[src/rtl/mesi_isc_pkg.sv]
// Shared mbus definitions: command codes used by mesi_isc, the CPU models and the
// memory responder, plus the memory responder FSM state type.
package mesi_isc_pkg;

    localparam logic [2:0] MBUS_CMD_NOP      = 3'd0;
    localparam logic [2:0] MBUS_CMD_WR       = 3'd1;
    localparam logic [2:0] MBUS_CMD_RD       = 3'd2;
    localparam logic [2:0] MBUS_CMD_WR_BROAD = 3'd3;
    localparam logic [2:0] MBUS_CMD_RD_BROAD = 3'd4;

    typedef enum logic [1:0] {
        IDLE   = 2'd0,
        ACCESS = 2'd1,
        ACK    = 2'd2
    } mesi_isc_mem_state_t;

    // Only plain RD/WR reach memory; broadcasts and codes 5-7 are not ours.
    function automatic logic is_mem_cmd(input logic [2:0] cmd);
        return (cmd == MBUS_CMD_WR) || (cmd == MBUS_CMD_RD);
    endfunction

endpackage

[src/rtl/mesi_isc_mbus_mem_if.sv]
// Bundle of the four packed CPU mbus ports as seen by the memory responder.
// master = CPU/bus side, slave = mesi_isc_mbus_mem.
interface mesi_isc_mbus_mem_if #(
    parameter int ADDR_WIDTH = 32,
    parameter int DATA_WIDTH = 32
);
    import mesi_isc_pkg::*;

    // Handshake: a CPU raises a RD/WR cmd and holds cmd/addr/data until its
    // mbus_ack_o bit is seen high for one cycle; it must drop the cmd in that
    // same ack cycle or the held cmd is taken as a new request.
    logic [4*3-1:0]          mbus_cmd_i;
    logic [4*ADDR_WIDTH-1:0] mbus_addr_i;
    logic [4*DATA_WIDTH-1:0] mbus_data_wr_i;
    logic [3:0]              isc_mbus_ack_i;
    logic [3:0]              mbus_ack_o;
    logic [DATA_WIDTH-1:0]   mbus_data_rd_o;
    logic                    busy_o;
    mesi_isc_mem_state_t     state;

    modport master (
        output mbus_cmd_i, mbus_addr_i, mbus_data_wr_i, isc_mbus_ack_i,
        input  mbus_ack_o, mbus_data_rd_o, busy_o, state
    );

    modport slave (
        input  mbus_cmd_i, mbus_addr_i, mbus_data_wr_i, isc_mbus_ack_i,
        output mbus_ack_o, mbus_data_rd_o, busy_o, state
    );

endinterface

[src/rtl/mesi_isc_mem_arb.sv]
// 4-way round-robin arbiter; searches from ptr upward and moves ptr past the
// winner whenever advance is pulsed.
module mesi_isc_mem_arb (
    input  logic       clk,
    input  logic       rst,
    input  logic [3:0] req,
    input  logic       advance,
    output logic [3:0] grant,
    output logic [1:0] grant_idx
);

    logic [1:0] ptr;
    logic [1:0] idx;
    logic       found;

    always_comb begin
        grant_idx = 2'd0;
        found     = 1'b0;
        idx       = 2'd0;
        for (int i = 0; i < 4; i++) begin
            idx = ptr + 2'(i);
            if (!found && req[idx]) begin
                found     = 1'b1;
                grant_idx = idx;
            end
        end
        grant = found ? (4'b0001 << grant_idx) : 4'b0000;
    end

    always_ff @(posedge clk or negedge rst) begin
        if (!rst) begin
            ptr <= 2'd0;
        end else if (advance) begin
            ptr <= grant_idx + 2'd1;
        end
    end

endmodule

[src/rtl/mesi_isc_mbus_mem.sv]
// Fixed-latency main-memory responder for plain mbus RD/WR from four CPUs.
// Define MESI_ISC_MEM_STATS_EN to add saturating read/write ack counters.
module mesi_isc_mbus_mem
    import mesi_isc_pkg::*;
#(
    parameter int ADDR_WIDTH = 32,
    parameter int DATA_WIDTH = 32,
    parameter int DEPTH      = 16,
    parameter int LATENCY    = 2
) (
    input  logic clk,
    input  logic rst,
    mesi_isc_mbus_mem_if.slave bus
`ifdef MESI_ISC_MEM_STATS_EN
    ,
    output logic [15:0] rd_count_o,
    output logic [15:0] wr_count_o
`endif
);

    localparam int IDX_W = $clog2(DEPTH);
    localparam int CNT_W = (LATENCY > 1) ? $clog2(LATENCY) : 1;

    mesi_isc_mem_state_t   state;
    logic [CNT_W-1:0]      cnt;
    logic [2:0]            cmd_q;
    logic [IDX_W-1:0]      idx_q;
    logic [DATA_WIDTH-1:0] data_q;
    logic [3:0]            gnt_q;
    logic [3:0]            ack_q;
    logic [DATA_WIDTH-1:0] rd_data;
    logic [DATA_WIDTH-1:0] mem [DEPTH];

    logic [3:0]            req;
    logic [3:0]            grant;
    logic [1:0]            grant_idx;
    logic                  advance;
    logic [2:0]            sel_cmd;
    logic [IDX_W-1:0]      sel_idx;
    logic [DATA_WIDTH-1:0] sel_data;

    for (genvar n = 0; n < 4; n++) begin : g_req
        assign req[n] = is_mem_cmd(bus.mbus_cmd_i[3*n +: 3]);
    end

    assign advance = (state == IDLE) && (|req);

    mesi_isc_mem_arb u_arb (
        .clk       (clk),
        .rst       (rst),
        .req       (req),
        .advance   (advance),
        .grant     (grant),
        .grant_idx (grant_idx)
    );

    always_comb begin
        sel_cmd  = bus.mbus_cmd_i[3*int'(grant_idx) +: 3];
        sel_idx  = bus.mbus_addr_i[ADDR_WIDTH*int'(grant_idx) +: IDX_W];
        sel_data = bus.mbus_data_wr_i[DATA_WIDTH*int'(grant_idx) +: DATA_WIDTH];
    end

    // Inputs are captured only on the grant edge; the bus may change afterwards.
    always_ff @(posedge clk or negedge rst) begin
        if (!rst) begin
            state   <= IDLE;
            cnt     <= '0;
            cmd_q   <= MBUS_CMD_NOP;
            idx_q   <= '0;
            data_q  <= '0;
            gnt_q   <= '0;
            ack_q   <= '0;
            rd_data <= '0;
        end else begin
            ack_q <= '0;
            case (state)
                IDLE: begin
                    if (|req) begin
                        cmd_q  <= sel_cmd;
                        idx_q  <= sel_idx;
                        data_q <= sel_data;
                        gnt_q  <= grant;
                        cnt    <= CNT_W'(LATENCY - 1);
                        state  <= ACCESS;
                    end
                end
                ACCESS: begin
                    if (cnt == '0) begin
                        state <= ACK;
                        ack_q <= gnt_q;
                        if (cmd_q == MBUS_CMD_RD) begin
                            rd_data <= mem[idx_q];
                        end
                    end else begin
                        cnt <= cnt - 1'b1;
                    end
                end
                ACK:     state <= IDLE;
                default: state <= IDLE;
            endcase
        end
    end

    always_ff @(posedge clk or negedge rst) begin
        if (!rst) begin
            for (int i = 0; i < DEPTH; i++) begin
                mem[i] <= '0;
            end
        end else if ((state == ACK) && (cmd_q == MBUS_CMD_WR)) begin
            mem[idx_q] <= data_q;
        end
    end

`ifdef MESI_ISC_MEM_STATS_EN
    always_ff @(posedge clk or negedge rst) begin
        if (!rst) begin
            rd_count_o <= '0;
            wr_count_o <= '0;
        end else if (state == ACK) begin
            if ((cmd_q == MBUS_CMD_RD) && (rd_count_o != 16'hFFFF)) begin
                rd_count_o <= rd_count_o + 16'd1;
            end
            if ((cmd_q == MBUS_CMD_WR) && (wr_count_o != 16'hFFFF)) begin
                wr_count_o <= wr_count_o + 16'd1;
            end
        end
    end
`endif

    assign bus.mbus_ack_o     = ack_q | bus.isc_mbus_ack_i;
    assign bus.mbus_data_rd_o = rd_data;
    assign bus.busy_o         = (state != IDLE);
    assign bus.state          = state;

endmodule
[src/flat_wrapper.sv]
// flat-port wrapper written by rule: the top's interface ports become plain ports
module mesi_isc_mbus_mem_flat import mesi_isc_pkg::*;
#(
    parameter int ADDR_WIDTH = 32,
    parameter int DATA_WIDTH = 32,
    parameter int DEPTH      = 16,
    parameter int LATENCY    = 2
)
  (clk, rst, bus_mbus_cmd_i, bus_mbus_addr_i, bus_mbus_data_wr_i, bus_isc_mbus_ack_i, bus_mbus_ack_o, bus_mbus_data_rd_o, bus_busy_o, bus_state);
  mesi_isc_mbus_mem_if #(.ADDR_WIDTH(ADDR_WIDTH), .DATA_WIDTH(DATA_WIDTH)) bus_i ();
  input  logic clk;
  input  logic rst;
  input wire logic [$bits(bus_i.mbus_cmd_i)-1:0] bus_mbus_cmd_i;
  input wire logic [$bits(bus_i.mbus_addr_i)-1:0] bus_mbus_addr_i;
  input wire logic [$bits(bus_i.mbus_data_wr_i)-1:0] bus_mbus_data_wr_i;
  input wire logic [$bits(bus_i.isc_mbus_ack_i)-1:0] bus_isc_mbus_ack_i;
  output wire logic [$bits(bus_i.mbus_ack_o)-1:0] bus_mbus_ack_o;
  output wire logic [$bits(bus_i.mbus_data_rd_o)-1:0] bus_mbus_data_rd_o;
  output wire logic [$bits(bus_i.busy_o)-1:0] bus_busy_o;
  output wire logic [$bits(bus_i.state)-1:0] bus_state;
  assign bus_i.mbus_cmd_i = bus_mbus_cmd_i;
  assign bus_i.mbus_addr_i = bus_mbus_addr_i;
  assign bus_i.mbus_data_wr_i = bus_mbus_data_wr_i;
  assign bus_i.isc_mbus_ack_i = bus_isc_mbus_ack_i;
  assign bus_mbus_ack_o = bus_i.mbus_ack_o;
  assign bus_mbus_data_rd_o = bus_i.mbus_data_rd_o;
  assign bus_busy_o = bus_i.busy_o;
  assign bus_state = bus_i.state;
  mesi_isc_mbus_mem #(.ADDR_WIDTH(ADDR_WIDTH), .DATA_WIDTH(DATA_WIDTH), .DEPTH(DEPTH), .LATENCY(LATENCY)) u_core (.clk(clk), .rst(rst), .bus(bus_i));
endmodule
[config.mk]
export PLATFORM = sky130hd
export DESIGN_NAME = mesi_isc_mbus_mem_flat
export DESIGN_NICKNAME = d
export VERILOG_FILES = /design/src/rtl/mesi_isc_pkg.sv /design/src/rtl/mesi_isc_mbus_mem_if.sv /design/src/rtl/mesi_isc_mem_arb.sv /design/src/rtl/mesi_isc_mbus_mem.sv /design/src/flat_wrapper.sv
export SDC_FILE = /design/constraint.sdc
export NUM_CORES = 1
export LEC_CHECK = 0
export ABC_AREA = 1
export CAP_MARGIN = 20
export CELL_PAD_IN_SITES_DETAIL_PLACEMENT = 1
export CELL_PAD_IN_SITES_GLOBAL_PLACEMENT = 1
export CORE_ASPECT_RATIO = 0.6
export CORE_MARGIN = 2
export CORE_UTILIZATION = 40
export CTS_CLUSTER_DIAMETER = 30
export DETAILED_ROUTE_END_ITERATION = 7
export PLACE_DENSITY_LB_ADDON = 0.1
export SYNTH_ARGS = -nofsm -noshare
export SYNTH_HDL_FRONTEND = slang
export SYNTH_SLANG_ARGS = --single-unit
[constraint.sdc]
create_clock -name clk -period 4.7 [get_ports clk]
set_input_delay 0.47 -clock clk [delete_from_list [all_inputs] [get_ports clk]]
set_output_delay 0.47 -clock clk [all_outputs]
set_load 0.05 [all_outputs]
==> run_results.csv <==
group,metric,value,unit
clock_tree,clk_latency,0.66,ns
critical_path,worst-path-buf-inv,2,
clock_tree,cts_tree,"built",
floorplanning,coreArea,66490,um^2
floorplanning,start_util,40.60,%
power,power.share.clock,33.2,%
synth,synthMuxAreaShare,0,%
cells_and_area,seq_area,14920,um^2
grt,grt.overflow.total,0,
clock_tree,h-tree-depth,3,
critical_path,cp.required,5.19,ns
power,p_sw_share,42.21,%
cells_and_area,multi_input_area,10750,um^2
critical_path,cp_slowest_stage_delay,0.86,ns
grt,grt_max_degree,167,
grt,met2_usage,45.47,%
clock_tree,numCtsBuffers,102,
timing,fmax,291.2,MHz
power,powerDensity,694.6,nW/um^2
route,drc,0,
floorplanning,rows,73,
synth,yosysWarnings,0,
power,seqPwrFrac,31.3,%
power,internal_power,13.30,mW
timing,rsz0062_at_grt,"false",
critical_path,cp_cell_sequence,"inv_4 > nor2_4 > nand3_2 > buf_12 > nand2_1 > o21ai_0",
timing,final.setup.worst_slack,1.266,ns
timing,slew_headroom,23.90,%
outcome,status,"completed",
critical_path,path_class,"reg2reg",
cells_and_area,area_growth,22.74,%
synth,yosys_most_used_dff,"dfrtp_1",
synth,synth_top_family_by_area,"simple AND/OR/NAND/NOR gates",
clock_tree,ctsHoldBuffers,1,
synth,async_flop_share,100.0,%
clock_tree,cts.repair.resized,0,
critical_path,critPathSlowestCell,"dfrtp_4",
timing,slew_viol_final,0,
route,routed-via-count,24630,
placement,hpwl,58870,um
timing,hold_ws,0.4427,ns
flow_run,maxCapViolations,0,
grt,use_met3,5.248,%
synth,synth_area_leaders,"dfrtp_1, nand2_1, o21ai_0, nand3_1, a22oi_1",
floorplanning,dieHeight,205.2,um
power,peakVddDrop,0.0006825,V
hold_path,hold_path_class,"reg2reg",
timing,setup_violations,0,
synth,synth_compound_area_share,14.93,%
critical_path,cp-end-kind,"register",
critical_path,worstSetupStartpointType,"register",
floorplanning,io_pins,313,
floorplanning,die_w,339.4,um
placement,io_buffers,200,
placement,place_ws,1.360,ns
critical_path,r2r_start,"u_core.idx_q[0]$_DFFE_PN0P_",
synth,post_synth.cell_area_avg,8.392,um^2
critical_path,cp_data_arrival_time,3.92,ns
clock_tree,cts_max_path_buffers,3,
synth,yosys.area.top_type,"dfrtp_1",
synth,synth_top_area_share,55.25,%
critical_path,worstPathMaxFanout,45,
grt,antenna_found_initial,2,
grt,grt_util_met1,41.32,%
clock_tree,cts_sinks,596,
synth,ys_types,29,
route,wl_per_cell,23.14,um
power,power_switching,9.714,mW
synth,syn_inst,3217,
synth,syn_nets,3491,
critical_path,critical-path-top-delay-family,"simple AND/OR/NAND/NOR gates",
grt,grt_pass1_vias,26200,
timing,finalCritPeriodShare,73.06,%
timing,hold_viol_final,0,
cells_and_area,nNetsFinal,3577,
hold_path,hp-start,"u_core.cnt$_DFFE_PN0P_",
placement,place.gp.congestion,0.9070,
power,combPwrFrac,35.6,%
route,wl,99280,um
timing,tns,0,ns
clock_tree,root_buffer,"clkbuf_16",
timing,skew,0.03072,ns
synth,synth-seq-cells,596,
route,ant_nets,0,
synth,synth_edf_count,0,
timing,worst_pin_slew,1.140,ns
synth,synthSimpleGateAreaFrac,24.60,%
route,drt-vias-per-instance,5.741,
grt,track_usage,29.00,%
timing,fin_crit,3.434,ns
cells_and_area,drive_above_1_share,8.260,%
synth,synth_xor_area_share,0.06025,%
grt,grt_pass1_wl,156400,um
route,dr.pass1.iters,5,
grt,grt.busiest_layer,"met2",
clock_tree,cts.reportedPaths.clkPinSlew,0.06,ns
clock_tree,post_cts_buffers,0,
synth,synth.cell_area,27000,um^2
cells_and_area,fillers,7733,
synth,synth-seq-area-share,55.25,%
power,p_leak,15.05,nW
synth,yosys.area_share.adder,0,%
route,dr.first_iter.drc_count,2139,
critical_path,cp-startpoint,"u_core.idx_q[0]$_DFFE_PN0P_",
floorplanning,dieArea,69650,um^2
-- worst reg2reg max path, delay by kind of cell (launching register included) --
family                 cells  cell delay (ns)
buffers and inverters      2             0.92
AND/OR/NAND/NOR            3             1.39
flip-flops                 1             0.86
AO/OA/AOI/OAI              1             0.10
-- synth_stat cells (11+ instances only) --
cell type	instances
buf_2	32
buf_1	19
nand3_1	468
buf_4	12
a21oi_1	34
clkbuf_1	209
inv_1	55
nand3_2	11
a22oi_1	128
dfrtp_1	596
nand2_1	1011
o21ai_0	515
nand4_1	15
nor2_1	45
a41oi_1	32
-- power by group through the flow --
stage,Combinational (mW),Sequential (mW),Clock [mW]
2_1_floorplan,5.11,7.31,0
4_1_cts,8.18,7.19,7.73
3_3_place_gp,7.92,7.19,0
5_1_grt,9.06,7.32,7.99
3_5_place_dp,8.12,7.25,0
6_report,8.18,7.19,7.64
-- kinds of logic (layout without fill, tap and decap cells) --
kind of cell / after synthesis / in the layout
and+or+nand+nor: 1566 / 1566
AOI/OAI and AO/OA: 715 / 715
other: 0 / 1
DFF: 596 / 596
xor gates and xnor gates: 1 / 1
buffers and inverters: 339 / 512
-- per-stage QoR --
step | instances | util [%] | instance area [um^2] | power [mW]
after CTS | 4290 | 49.83 | 33130 | 23.11
after global placement | 4098 | 44.47 | 29570 | 15.10
after detailed placement | 4098 | 44.47 | 29570 | 15.37
final | 4291 | 49.83 | 33140 | 23.01
after global routing | 4290 | 49.83 | 33130 | 24.37
after floorplan | 3217 | - | 27000 | 12.42
-- path summary, 6_finish.rpt --
path / slack (ns) / end / depth (start not counted)
setup / recovery: 1.27 / u_core.mem[213]$_DFFE_PN0P_ / 6
max in group asynchronous: 2.95 / u_core.bus.mbus_data_rd_o[24]$_DFFE_PN0P_ / 3
hold / removal: 0.44 / u_core.bus.state[1]$_DFFE_PN0P_ / 1
hold reg to reg: 0.44 / u_core.bus.state[1]$_DFFE_PN0P_ / 1
setup reg to reg: 1.27 / u_core.mem[213]$_DFFE_PN0P_ / 6
min in group asynchronous: 0.47 / u_core.mem[298]$_DFFE_PN0P_ / 2
-- cells in the final DEF, fill, tap and decap left out, types with 34 or more instances in the layout --
| master | n |
|---|---|
| a21oi_1 | 34 |
| a22oi_1 | 128 |
| buf_4 | 50 |
| clkbuf_16 | 106 |
| clkdlybuf4s50_1 | 199 |
| dfrtp_1 | 594 |
| inv_1 | 55 |
| nand2_1 | 1010 |
| nand3_1 | 468 |
| nor2_1 | 40 |
| o21ai_0 | 515 |
-- cell type report --
class                      instances  share of cell area, %
antenna                            1               0.007552
clock buffer                     133                  8.734
clock inverter                    58                  1.986
inverter                          62                 0.7099
multi-input combinational       2282                  32.43
sequential                       596                  45.03
tap                              900                  3.398
timing repair buffer             259                  7.703
-- layer usage --
layer,wire (um),part of all wire [%],up-vias
met5,8,0.0081,-
met4,2290,2.3,2
met3,6157,6.2,153
met2,44410,45,715
met1,46410,47,12670
li1,-,-,11100
-- registers in the layout, indices dropped and copies added (netlist names) --
register and count:
u_core.ack_q 4, u_core.bus.mbus_data_rd_o 32, u_core.bus.state 2, u_core.cmd_q 3
u_core.cnt 1, u_core.data_q 32, u_core.gnt_q 4, u_core.idx_q 4
u_core.mem 512, u_core.u_arb.ptr 2
Note: power is estimated with default switching activity, not from simulation.
